File: src/rtl/memory_arbiter_if.sv
// Bus bundle for memory_arbiter: fetch master, load/store master and the shared memory port.
// The slave modport is the arbiter's view; the master modport is the surrounding pipeline/memory view.
interface memory_arbiter_if;
    logic [31:0] if_wb_adr_i;
    logic [31:0] if_wb_dat_o;
    logic        if_wb_we_i;
    logic [3:0]  if_wb_sel_i;
    logic        if_wb_stb_i;
    logic        if_wb_cyc_i;
    logic        if_wb_ack_o;
    logic        if_wb_stall_o;

    logic [31:0] ls_wb_adr_i;
    logic [31:0] ls_wb_dat_i;
    logic [31:0] ls_wb_dat_o;
    logic        ls_wb_we_i;
    logic [3:0]  ls_wb_sel_i;
    logic        ls_wb_stb_i;
    logic        ls_wb_cyc_i;
    logic        ls_wb_ack_o;
    logic        ls_wb_stall_o;

    logic [31:0] wb_adr_o;
    logic [31:0] wb_dat_o;
    logic [31:0] wb_dat_i;
    logic        wb_we_o;
    logic [3:0]  wb_sel_o;
    logic        wb_stb_o;
    logic        wb_cyc_o;
    logic        wb_ack_i;
    logic        wb_stall_i;

    logic [1:0]  dbg_state_o;

    modport slave (
        input  if_wb_adr_i, if_wb_we_i, if_wb_sel_i, if_wb_stb_i, if_wb_cyc_i,
        output if_wb_dat_o, if_wb_ack_o, if_wb_stall_o,
        input  ls_wb_adr_i, ls_wb_dat_i, ls_wb_we_i, ls_wb_sel_i, ls_wb_stb_i, ls_wb_cyc_i,
        output ls_wb_dat_o, ls_wb_ack_o, ls_wb_stall_o,
        output wb_adr_o, wb_dat_o, wb_we_o, wb_sel_o, wb_stb_o, wb_cyc_o,
        input  wb_dat_i, wb_ack_i, wb_stall_i,
        output dbg_state_o
    );

    modport master (
        output if_wb_adr_i, if_wb_we_i, if_wb_sel_i, if_wb_stb_i, if_wb_cyc_i,
        input  if_wb_dat_o, if_wb_ack_o, if_wb_stall_o,
        output ls_wb_adr_i, ls_wb_dat_i, ls_wb_we_i, ls_wb_sel_i, ls_wb_stb_i, ls_wb_cyc_i,
        input  ls_wb_dat_o, ls_wb_ack_o, ls_wb_stall_o,
        input  wb_adr_o, wb_dat_o, wb_we_o, wb_sel_o, wb_stb_o, wb_cyc_o,
        output wb_dat_i, wb_ack_i, wb_stall_i,
        input  dbg_state_o
    );
endinterface

File: src/rtl/memory_arbiter.sv
// Two-master pipelined Wishbone arbiter (fetch = master 0, load/store = master 1), zero added latency.
// Define MEMORY_ARBITER_ROUND_ROBIN_EN for round-robin on collisions; default is load/store priority.
module memory_arbiter (
    input  logic              clk_i,
    input  logic              rst_i,
    memory_arbiter_if.slave   bus
);
    // Handshake: a transfer happens on the rising edge where cyc & stb are high and stall is low;
    // ack returns later while the same cyc is held. Ownership spans a whole cyc.
    typedef enum logic [1:0] {
        IDLE     = 2'd0,
        GRANT_IF = 2'd1,
        GRANT_LS = 2'd2
    } state_t;

    state_t state_q, state_d;
    logic   owner_cyc;
    logic   free_cyc;
    logic   win_if, win_ls;
    logic   act_if, act_ls;

`ifdef MEMORY_ARBITER_ROUND_ROBIN_EN
    logic last_ls_q, last_ls_d;
`endif

    always_comb begin
        owner_cyc = 1'b0;
        case (state_q)
            GRANT_IF: owner_cyc = bus.if_wb_cyc_i;
            GRANT_LS: owner_cyc = bus.ls_wb_cyc_i;
            default:  owner_cyc = 1'b0;
        endcase
        // An unused encoding also counts as free, so the FSM recovers on its own.
        free_cyc = (state_q == IDLE) || !owner_cyc;

        win_if = 1'b0;
        win_ls = 1'b0;
        if (bus.if_wb_cyc_i && bus.ls_wb_cyc_i) begin
`ifdef MEMORY_ARBITER_ROUND_ROBIN_EN
            win_ls = !last_ls_q;
            win_if = last_ls_q;
`else
            win_ls = 1'b1;
`endif
        end else begin
            win_if = bus.if_wb_cyc_i;
            win_ls = bus.ls_wb_cyc_i;
        end

        state_d = state_q;
        act_if  = (state_q == GRANT_IF);
        act_ls  = (state_q == GRANT_LS);
        if (free_cyc) begin
            act_if  = win_if;
            act_ls  = win_ls;
            state_d = win_ls ? GRANT_LS : (win_if ? GRANT_IF : IDLE);
        end
    end

`ifdef MEMORY_ARBITER_ROUND_ROBIN_EN
    always_comb begin
        last_ls_d = last_ls_q;
        if (free_cyc && (win_if || win_ls)) last_ls_d = win_ls;
    end
`endif

    always_ff @(posedge clk_i) begin
        if (rst_i) begin
            state_q <= IDLE;
`ifdef MEMORY_ARBITER_ROUND_ROBIN_EN
            last_ls_q <= 1'b0;
`endif
        end else begin
            state_q <= state_d;
`ifdef MEMORY_ARBITER_ROUND_ROBIN_EN
            last_ls_q <= last_ls_d;
`endif
        end
    end

    always_comb begin
        bus.wb_adr_o      = 32'h0;
        bus.wb_dat_o      = 32'h0;
        bus.wb_we_o       = 1'b0;
        bus.wb_sel_o      = 4'h0;
        bus.wb_stb_o      = 1'b0;
        bus.wb_cyc_o      = 1'b0;
        bus.if_wb_ack_o   = 1'b0;
        bus.ls_wb_ack_o   = 1'b0;
        bus.if_wb_stall_o = bus.wb_stall_i;
        bus.ls_wb_stall_o = bus.wb_stall_i;
        bus.if_wb_dat_o   = bus.wb_dat_i;
        bus.ls_wb_dat_o   = bus.wb_dat_i;
        bus.dbg_state_o   = state_q;

        if (act_ls) begin
            bus.wb_adr_o      = bus.ls_wb_adr_i;
            bus.wb_dat_o      = bus.ls_wb_dat_i;
            bus.wb_we_o       = bus.ls_wb_we_i;
            bus.wb_sel_o      = bus.ls_wb_sel_i;
            bus.wb_stb_o      = bus.ls_wb_stb_i;
            bus.wb_cyc_o      = bus.ls_wb_cyc_i;
            bus.ls_wb_ack_o   = bus.wb_ack_i;
            bus.if_wb_stall_o = 1'b1;
        end else if (act_if) begin
            bus.wb_adr_o      = bus.if_wb_adr_i;
            bus.wb_we_o       = bus.if_wb_we_i;
            bus.wb_sel_o      = bus.if_wb_sel_i;
            bus.wb_stb_o      = bus.if_wb_stb_i;
            bus.wb_cyc_o      = bus.if_wb_cyc_i;
            bus.if_wb_ack_o   = bus.wb_ack_i;
            bus.ls_wb_stall_o = 1'b1;
        end

        // Reset aborts any cycle in flight immediately, not at the next edge.
        if (rst_i) begin
            bus.wb_adr_o      = 32'h0;
            bus.wb_dat_o      = 32'h0;
            bus.wb_we_o       = 1'b0;
            bus.wb_sel_o      = 4'h0;
            bus.wb_stb_o      = 1'b0;
            bus.wb_cyc_o      = 1'b0;
            bus.if_wb_ack_o   = 1'b0;
            bus.ls_wb_ack_o   = 1'b0;
            bus.if_wb_stall_o = 1'b1;
            bus.ls_wb_stall_o = 1'b1;
        end
    end
endmodule

File: src/flat_wrapper.sv
// flat-port wrapper written by rule: the top's interface ports become plain ports
module memory_arbiter_flat 
  (clk_i, rst_i, bus_if_wb_adr_i, bus_if_wb_we_i, bus_if_wb_sel_i, bus_if_wb_stb_i, bus_if_wb_cyc_i, bus_if_wb_dat_o, bus_if_wb_ack_o, bus_if_wb_stall_o, bus_ls_wb_adr_i, bus_ls_wb_dat_i, bus_ls_wb_we_i, bus_ls_wb_sel_i, bus_ls_wb_stb_i, bus_ls_wb_cyc_i, bus_ls_wb_dat_o, bus_ls_wb_ack_o, bus_ls_wb_stall_o, bus_wb_adr_o, bus_wb_dat_o, bus_wb_we_o, bus_wb_sel_o, bus_wb_stb_o, bus_wb_cyc_o, bus_wb_dat_i, bus_wb_ack_i, bus_wb_stall_i, bus_dbg_state_o);
  memory_arbiter_if bus_i ();
  input  logic clk_i;
  input  logic rst_i;
  input wire logic [$bits(bus_i.if_wb_adr_i)-1:0] bus_if_wb_adr_i;
  input wire logic [$bits(bus_i.if_wb_we_i)-1:0] bus_if_wb_we_i;
  input wire logic [$bits(bus_i.if_wb_sel_i)-1:0] bus_if_wb_sel_i;
  input wire logic [$bits(bus_i.if_wb_stb_i)-1:0] bus_if_wb_stb_i;
  input wire logic [$bits(bus_i.if_wb_cyc_i)-1:0] bus_if_wb_cyc_i;
  output wire logic [$bits(bus_i.if_wb_dat_o)-1:0] bus_if_wb_dat_o;
  output wire logic [$bits(bus_i.if_wb_ack_o)-1:0] bus_if_wb_ack_o;
  output wire logic [$bits(bus_i.if_wb_stall_o)-1:0] bus_if_wb_stall_o;
  input wire logic [$bits(bus_i.ls_wb_adr_i)-1:0] bus_ls_wb_adr_i;
  input wire logic [$bits(bus_i.ls_wb_dat_i)-1:0] bus_ls_wb_dat_i;
  input wire logic [$bits(bus_i.ls_wb_we_i)-1:0] bus_ls_wb_we_i;
  input wire logic [$bits(bus_i.ls_wb_sel_i)-1:0] bus_ls_wb_sel_i;
  input wire logic [$bits(bus_i.ls_wb_stb_i)-1:0] bus_ls_wb_stb_i;
  input wire logic [$bits(bus_i.ls_wb_cyc_i)-1:0] bus_ls_wb_cyc_i;
  output wire logic [$bits(bus_i.ls_wb_dat_o)-1:0] bus_ls_wb_dat_o;
  output wire logic [$bits(bus_i.ls_wb_ack_o)-1:0] bus_ls_wb_ack_o;
  output wire logic [$bits(bus_i.ls_wb_stall_o)-1:0] bus_ls_wb_stall_o;
  output wire logic [$bits(bus_i.wb_adr_o)-1:0] bus_wb_adr_o;
  output wire logic [$bits(bus_i.wb_dat_o)-1:0] bus_wb_dat_o;
  output wire logic [$bits(bus_i.wb_we_o)-1:0] bus_wb_we_o;
  output wire logic [$bits(bus_i.wb_sel_o)-1:0] bus_wb_sel_o;
  output wire logic [$bits(bus_i.wb_stb_o)-1:0] bus_wb_stb_o;
  output wire logic [$bits(bus_i.wb_cyc_o)-1:0] bus_wb_cyc_o;
  input wire logic [$bits(bus_i.wb_dat_i)-1:0] bus_wb_dat_i;
  input wire logic [$bits(bus_i.wb_ack_i)-1:0] bus_wb_ack_i;
  input wire logic [$bits(bus_i.wb_stall_i)-1:0] bus_wb_stall_i;
  output wire logic [$bits(bus_i.dbg_state_o)-1:0] bus_dbg_state_o;
  assign bus_i.if_wb_adr_i = bus_if_wb_adr_i;
  assign bus_i.if_wb_we_i = bus_if_wb_we_i;
  assign bus_i.if_wb_sel_i = bus_if_wb_sel_i;
  assign bus_i.if_wb_stb_i = bus_if_wb_stb_i;
  assign bus_i.if_wb_cyc_i = bus_if_wb_cyc_i;
  assign bus_if_wb_dat_o = bus_i.if_wb_dat_o;
  assign bus_if_wb_ack_o = bus_i.if_wb_ack_o;
  assign bus_if_wb_stall_o = bus_i.if_wb_stall_o;
  assign bus_i.ls_wb_adr_i = bus_ls_wb_adr_i;
  assign bus_i.ls_wb_dat_i = bus_ls_wb_dat_i;
  assign bus_i.ls_wb_we_i = bus_ls_wb_we_i;
  assign bus_i.ls_wb_sel_i = bus_ls_wb_sel_i;
  assign bus_i.ls_wb_stb_i = bus_ls_wb_stb_i;
  assign bus_i.ls_wb_cyc_i = bus_ls_wb_cyc_i;
  assign bus_ls_wb_dat_o = bus_i.ls_wb_dat_o;
  assign bus_ls_wb_ack_o = bus_i.ls_wb_ack_o;
  assign bus_ls_wb_stall_o = bus_i.ls_wb_stall_o;
  assign bus_wb_adr_o = bus_i.wb_adr_o;
  assign bus_wb_dat_o = bus_i.wb_dat_o;
  assign bus_wb_we_o = bus_i.wb_we_o;
  assign bus_wb_sel_o = bus_i.wb_sel_o;
  assign bus_wb_stb_o = bus_i.wb_stb_o;
  assign bus_wb_cyc_o = bus_i.wb_cyc_o;
  assign bus_i.wb_dat_i = bus_wb_dat_i;
  assign bus_i.wb_ack_i = bus_wb_ack_i;
  assign bus_i.wb_stall_i = bus_wb_stall_i;
  assign bus_dbg_state_o = bus_i.dbg_state_o;
  memory_arbiter u_core (.clk_i(clk_i), .rst_i(rst_i), .bus(bus_i));
endmodule
File: config.mk
export PLATFORM = sky130hd
export DESIGN_NAME = memory_arbiter_flat
export DESIGN_NICKNAME = d
export VERILOG_FILES = /design/src/rtl/memory_arbiter_if.sv /design/src/rtl/memory_arbiter.sv /design/src/flat_wrapper.sv
export SDC_FILE = /design/constraint.sdc
export NUM_CORES = 1
export LEC_CHECK = 0
export BUFFER_PORTS_ARGS = -buffer_cell sky130_fd_sc_hd__buf_4
export CORE_AREA = 2 2 112 114
export CTS_BUF_LIST = sky130_fd_sc_hd__clkbuf_16
export CTS_CLUSTER_SIZE = 30
export DETAILED_ROUTE_END_ITERATION = 10
export DIE_AREA = 0 0 114 116
export SYNTH_ARGS = -nofsm -noshare
export SYNTH_HDL_FRONTEND = slang
export SYNTH_SLANG_ARGS = --single-unit
File: constraint.sdc
create_clock -name clk_i -period 3.4 [get_ports clk_i]
set_input_delay 0 -clock clk_i [delete_from_list [all_inputs] [get_ports clk_i]]
set_output_delay 0 -clock clk_i [all_outputs]
set_load 0.03 [all_outputs]
After elaboration in Yosys (flattened, before gate mapping):

Index checks and enable logic that the tools add are counted.

* reductions and logical operators: 4
* mux-type cells: 34
* equality and inequality tests: 2

Operators with widths (count)
* $mux 32: 5
* $mux 1: 24
* $mux 4: 3
* $eq 2x1->1 const B: 1
* $eq 2x2->1 const B: 1
* $logic_not 2->1: 1
* $mux 2: 1
* $pmux 1 s2: 1
* $logic_and 1x1->1: 1
* $logic_not 1->1: 1
* $logic_or 1x1->1: 1

* output and inout port bits: 141
* register bits after elaboration: 2
* bits of input ports: 146
* logic and storage cells: 41

Longest topological paths before layout:

* depth in word-level cells: 8
* gate-level depth with buffers: 7
* mapped depth without buffers: 5

Worst setup path before layout:

OpenSTA, ideal clock, no wires.

* path kind: reg2out
* from: register u_core.state_q[0], in the netlist u_core.bus.dbg_state_o[0]
* to: output bus_wb_adr_o[28]
* stages on the path, launching flop included: 7
* path slack: 1015 ps
* buffers on the path: 1
* data required time: 3400 ps
* data arrival time: 2385 ps
* path through: dfxtp_1 -> inv_1 -> ha_1 -> nand4b_2 -> mux2i_4 -> buf_6 -> o32ai_1

* cells in the longest elaborated chain, start to end: 8
* elaborated cells on any way between the ends: 11
* classes of those cells: eq/ne (2); mux (6); reduce/logical (3)

Ends and longest elaborated chain
* start, declared: RTL line memory_arbiter.sv:16 `state_t state_q, state_d;`
* start signal, assigned: RTL line memory_arbiter.sv:74 `state_q <= state_d;`
* $eq 2x2->1 or $eq 2x1->1 (tied branches): RTL line memory_arbiter.sv:28, memory_arbiter.sv:52, memory_arbiter.sv:51
* $pmux 1 s2: RTL line memory_arbiter.sv:28 `case (state_q)`
* $logic_not 1->1: RTL line memory_arbiter.sv:34 `free_cyc = (state_q == IDLE) || !owner_cyc;`
* $logic_or 1x1->1: RTL line memory_arbiter.sv:34
* $mux 1: RTL line memory_arbiter.sv:53 `if (free_cyc) begin`
* $mux 32: RTL line memory_arbiter.sv:105 `end else if (act_if) begin`
* $mux 32 (*): RTL line memory_arbiter.sv:96 `if (act_ls) begin`
* $mux 32 (*): RTL line memory_arbiter.sv:116 `if (rst_i) begin`
* end, declared: RTL line flat_wrapper.sv:24 `output wire logic [$bits(bus_i.wb_adr_o)-1:0] bus_wb_adr_o;`

Mark *: on every way between the ends. The rest lies on a longest branch, timed or not.

Worst setup path after layout:

* from: register u_core.state_q[1], in the netlist u_core.bus.dbg_state_o[1]
* to: output bus_wb_adr_o[14]

The elaborated chain is that of the path after synthesis.

==> key figures <==
Min path
  – Min-delay src: bus_wb_dat_i[19]
  – Hold-critical path depth: 0
  – Hold Crit Class: in2out

Yosys
  – Flops & latches, synth: 2
  – Post-synth EDFFs: 0
  – Top_reg_cell synth: dfxtp_1
  – Post-synth ARST share: 0
  – Adder-cell share of the synthesized area: 0.0268
  – Synth Cell Area: 1870 um2
  – Mux contribution to synthesized area: 0.0234
  – Netlist cell types: 26
  – Syn_area_per_cell: 6.97 um2
  – Syn_nets: 418
  – Post-synthesis xor/xnor area fraction: 0
  – Register area share after synthesis: 0.0214
  – Compound-Gate Fraction of Synth Area: 0.214
  – Synth Instances: 268
  – Yosys Warn Count: 0
  – Synth Area in Simple Gates: 0.301
  – Main combinational cell family by area after synthesis: buffers and inverters

Cells and area
  – Layout area overhead: 58.7%
  – Largest register FFs: 2
  – Fraction of layout cells with a size suffix above 1: 0.531
  – Final Util: 0.249
  – Finished Layout Cells: 524
  – N_diodes: 0
  – Post-layout net count: 529

Routing
  – DRT antenna net count: 0
  – Drt via density: 4.20
  – DR WL/cell: 12.6 um
  – Final wirelength: 6580 um
  – Pre-antenna DRT Iters: 4
  – Detailed-route via count: 2202
  – DR DRC count: 0
  – DR iter-0 viols: 110

Outcome
  – Status: finished, final reports clean

Timing
  – Setup TNS: 0 ps
  – Max-slew violation count: 0
  – Final setup margin: 1090 ps
  – Final setup viols: 0
  – Max Fclk: 432 MHz
  – Unrepaired setup endpoints after global routing: no
  – Skew final: 0.531 ps
  – Slew HR: 0.378
  – Period utilization: 0.681
  – Final Hold Viols: 0
  – Worst Max-Slew Pin Slew: 934 ps
  – Tmin final: 2310 ps

Clock tree
  – CTS Buf Count: 3
  – CTS clk-pin slew, worst paths: 30 ps
  – CTS Root Cell: clkbuf_16
  – Setup Fix Bufs, Post-CTS: 0
  – # clock sinks: 2
  – CTS tree: yes
  – Post_cts resized: 0
  – Max clock buf depth: 2
  – Worst skew pair latency: 220 ps
  – H-Tree Level Count: 1
  – Hold_buf cts: 0

Floorplan
  – Die H: 116 um
  – Num rows: 40
  – IO Pins: 287
  – Die Wd: 114 um
  – Starting Density: 0.157
  – Die area: 13200 um2
  – Core box area: 11900 um2

Setup path
  – CP Launch Point: u_core.bus.dbg_state_o[1]
  – Worst R2R Path Depth: 5
  – Reg2reg setup slack: 1900 ps
  – Worst Path Arrival: 2310 ps
  – CP max FO: 38
  – R2r endpoint: u_core.bus.dbg_state_o[0]
  – Crit. End Element: output port
  – CP required: 3400 ps
  – Critical Path Sink: bus_wb_adr_o[14]
  – Reg-to-Reg Start: u_core.bus.dbg_state_o[1]
  – Crit path launch type: flip-flop
  – Critical path class: reg2out

Global routing
  – Congestion Overflow GR: 0
  – First-pass GRT wire length: 9530 um
  – Vias in the first global route: 2106
  – Pin count of the biggest net entering global routing: 114
  – Initial antenna violation count: 0
  – GRT Total Usage: 0.0869

Pwr
  – Design Power: 0.000598 W
  – PwrDens: 201 nW/um2
  – Peak VDD IR: 0.115 mV
  – Leak: 1.48 nW

Place
  – IO buf count: 190
  – Pre-CTS WS: 1320 ps
  – DP Cell Count: 521
  – RD Place Congestion: 0.761
  – Detailed placement HPWL: 5270 um

Run
  – Max-Cap Viols: 0
[power by group]
| group | switching (W) | total, W | internal (W) |
|---|---|---|---|
| clock network | 0.0000244 | 0.000174 | 0.000149 |
| registers | 0.00000155 | 0.0000264 | 0.0000249 |
| logic | 0.000208 | 0.000397 | 0.000190 |
[cell type report]
type | count | area [um2]
fillers | 1319 | 8940
repair buffers | 193 | 1450
multi-input cells | 139 | 1070
well taps | 147 | 184
inverters | 40 | 150
clock buffers | 3 | 75.1
flip-flops and latches | 2 | 40.0
[critical path, cell delays in order, from the launching register on]
cell and delay (ps):
dfxtp_1 390, inv_1 100, ha_1 350, nand3b_1 230, mux2i_4 250, buf_4 390
o32ai_1 150, buf_4 210
[placed cells by master (no fill, tap or decap), drive strengths merged]
master,n
a22o,1
clkbuf,3
mux2i,2
o32ai,38
mux2,1
a32oi,2
nand3b,1
buf,193
nor3,1
nor2,3
ha,4
a21oi,2
nand2b,40
nand2,1
a22oi,1
nand3,1
nand4b,1
nor2b,4
nor3b,32
o21ai,3
inv,40
o31ai,1
dfxtp,2
[metrics by stage]
stage	cell area [um2]	hold slack, ps
after detailed placement	2890	0.299
after floorplan	1870	132
final	2970	0.0170
after CTS	2970	0.299
after global placement	2890	0.299
after global routing	2970	0.0647
[cell usage after synthesis, types with 3 or more instances]
cell	instances	area, um2
o32ai_1	38	333
ha_1	4	50.1
nor3b_1	32	240
inv_1	40	150
buf_6	7	78.8
clkbuf_1	13	48.8
nor2b_1	4	25.0
buf_2	3	15.0
nand2b_1	40	250
nor2_1	3	11.3
o21ai_0	3	15.0
buf_4	64	480
[how the worst min path moves through the flow]
stage,end,slack (ps)
finish,bus_if_wb_dat_o[19],0.02
global placement,bus_if_wb_dat_o[20],0.3
detailed placement,bus_if_wb_dat_o[20],0.3
CTS,bus_if_wb_dat_o[20],0.3
floorplan,bus_if_wb_dat_o[0],130
global route,bus_ls_wb_dat_o[29],0.06
[kinds of logic (layout without fill, tap and decap cells)]
| family | Yosys count | count (layout) |
|---|---|---|
| buf+inv | 127 | 236 |
| simple gates | 84 | 84 |
| compound gates | 48 | 48 |
| fa+ha+maj | 4 | 4 |
| mux | 3 | 3 |
| flops | 2 | 2 |
[per-layer routing]
metal / part of all wire / up-vias / wire (um) / GRT usage
li1: - / 1067 / - / -
met1: 0.36 / 984 / 2340 / 0.0887
met2: 0.52 / 125 / 3450 / 0.172
met3: 0.084 / 26 / 552 / 0.0110
met4: 0.036 / 0 / 236 / 0.0447
met5: 0 / - / 0 / 0
Power figures use the tool's default switching activity.
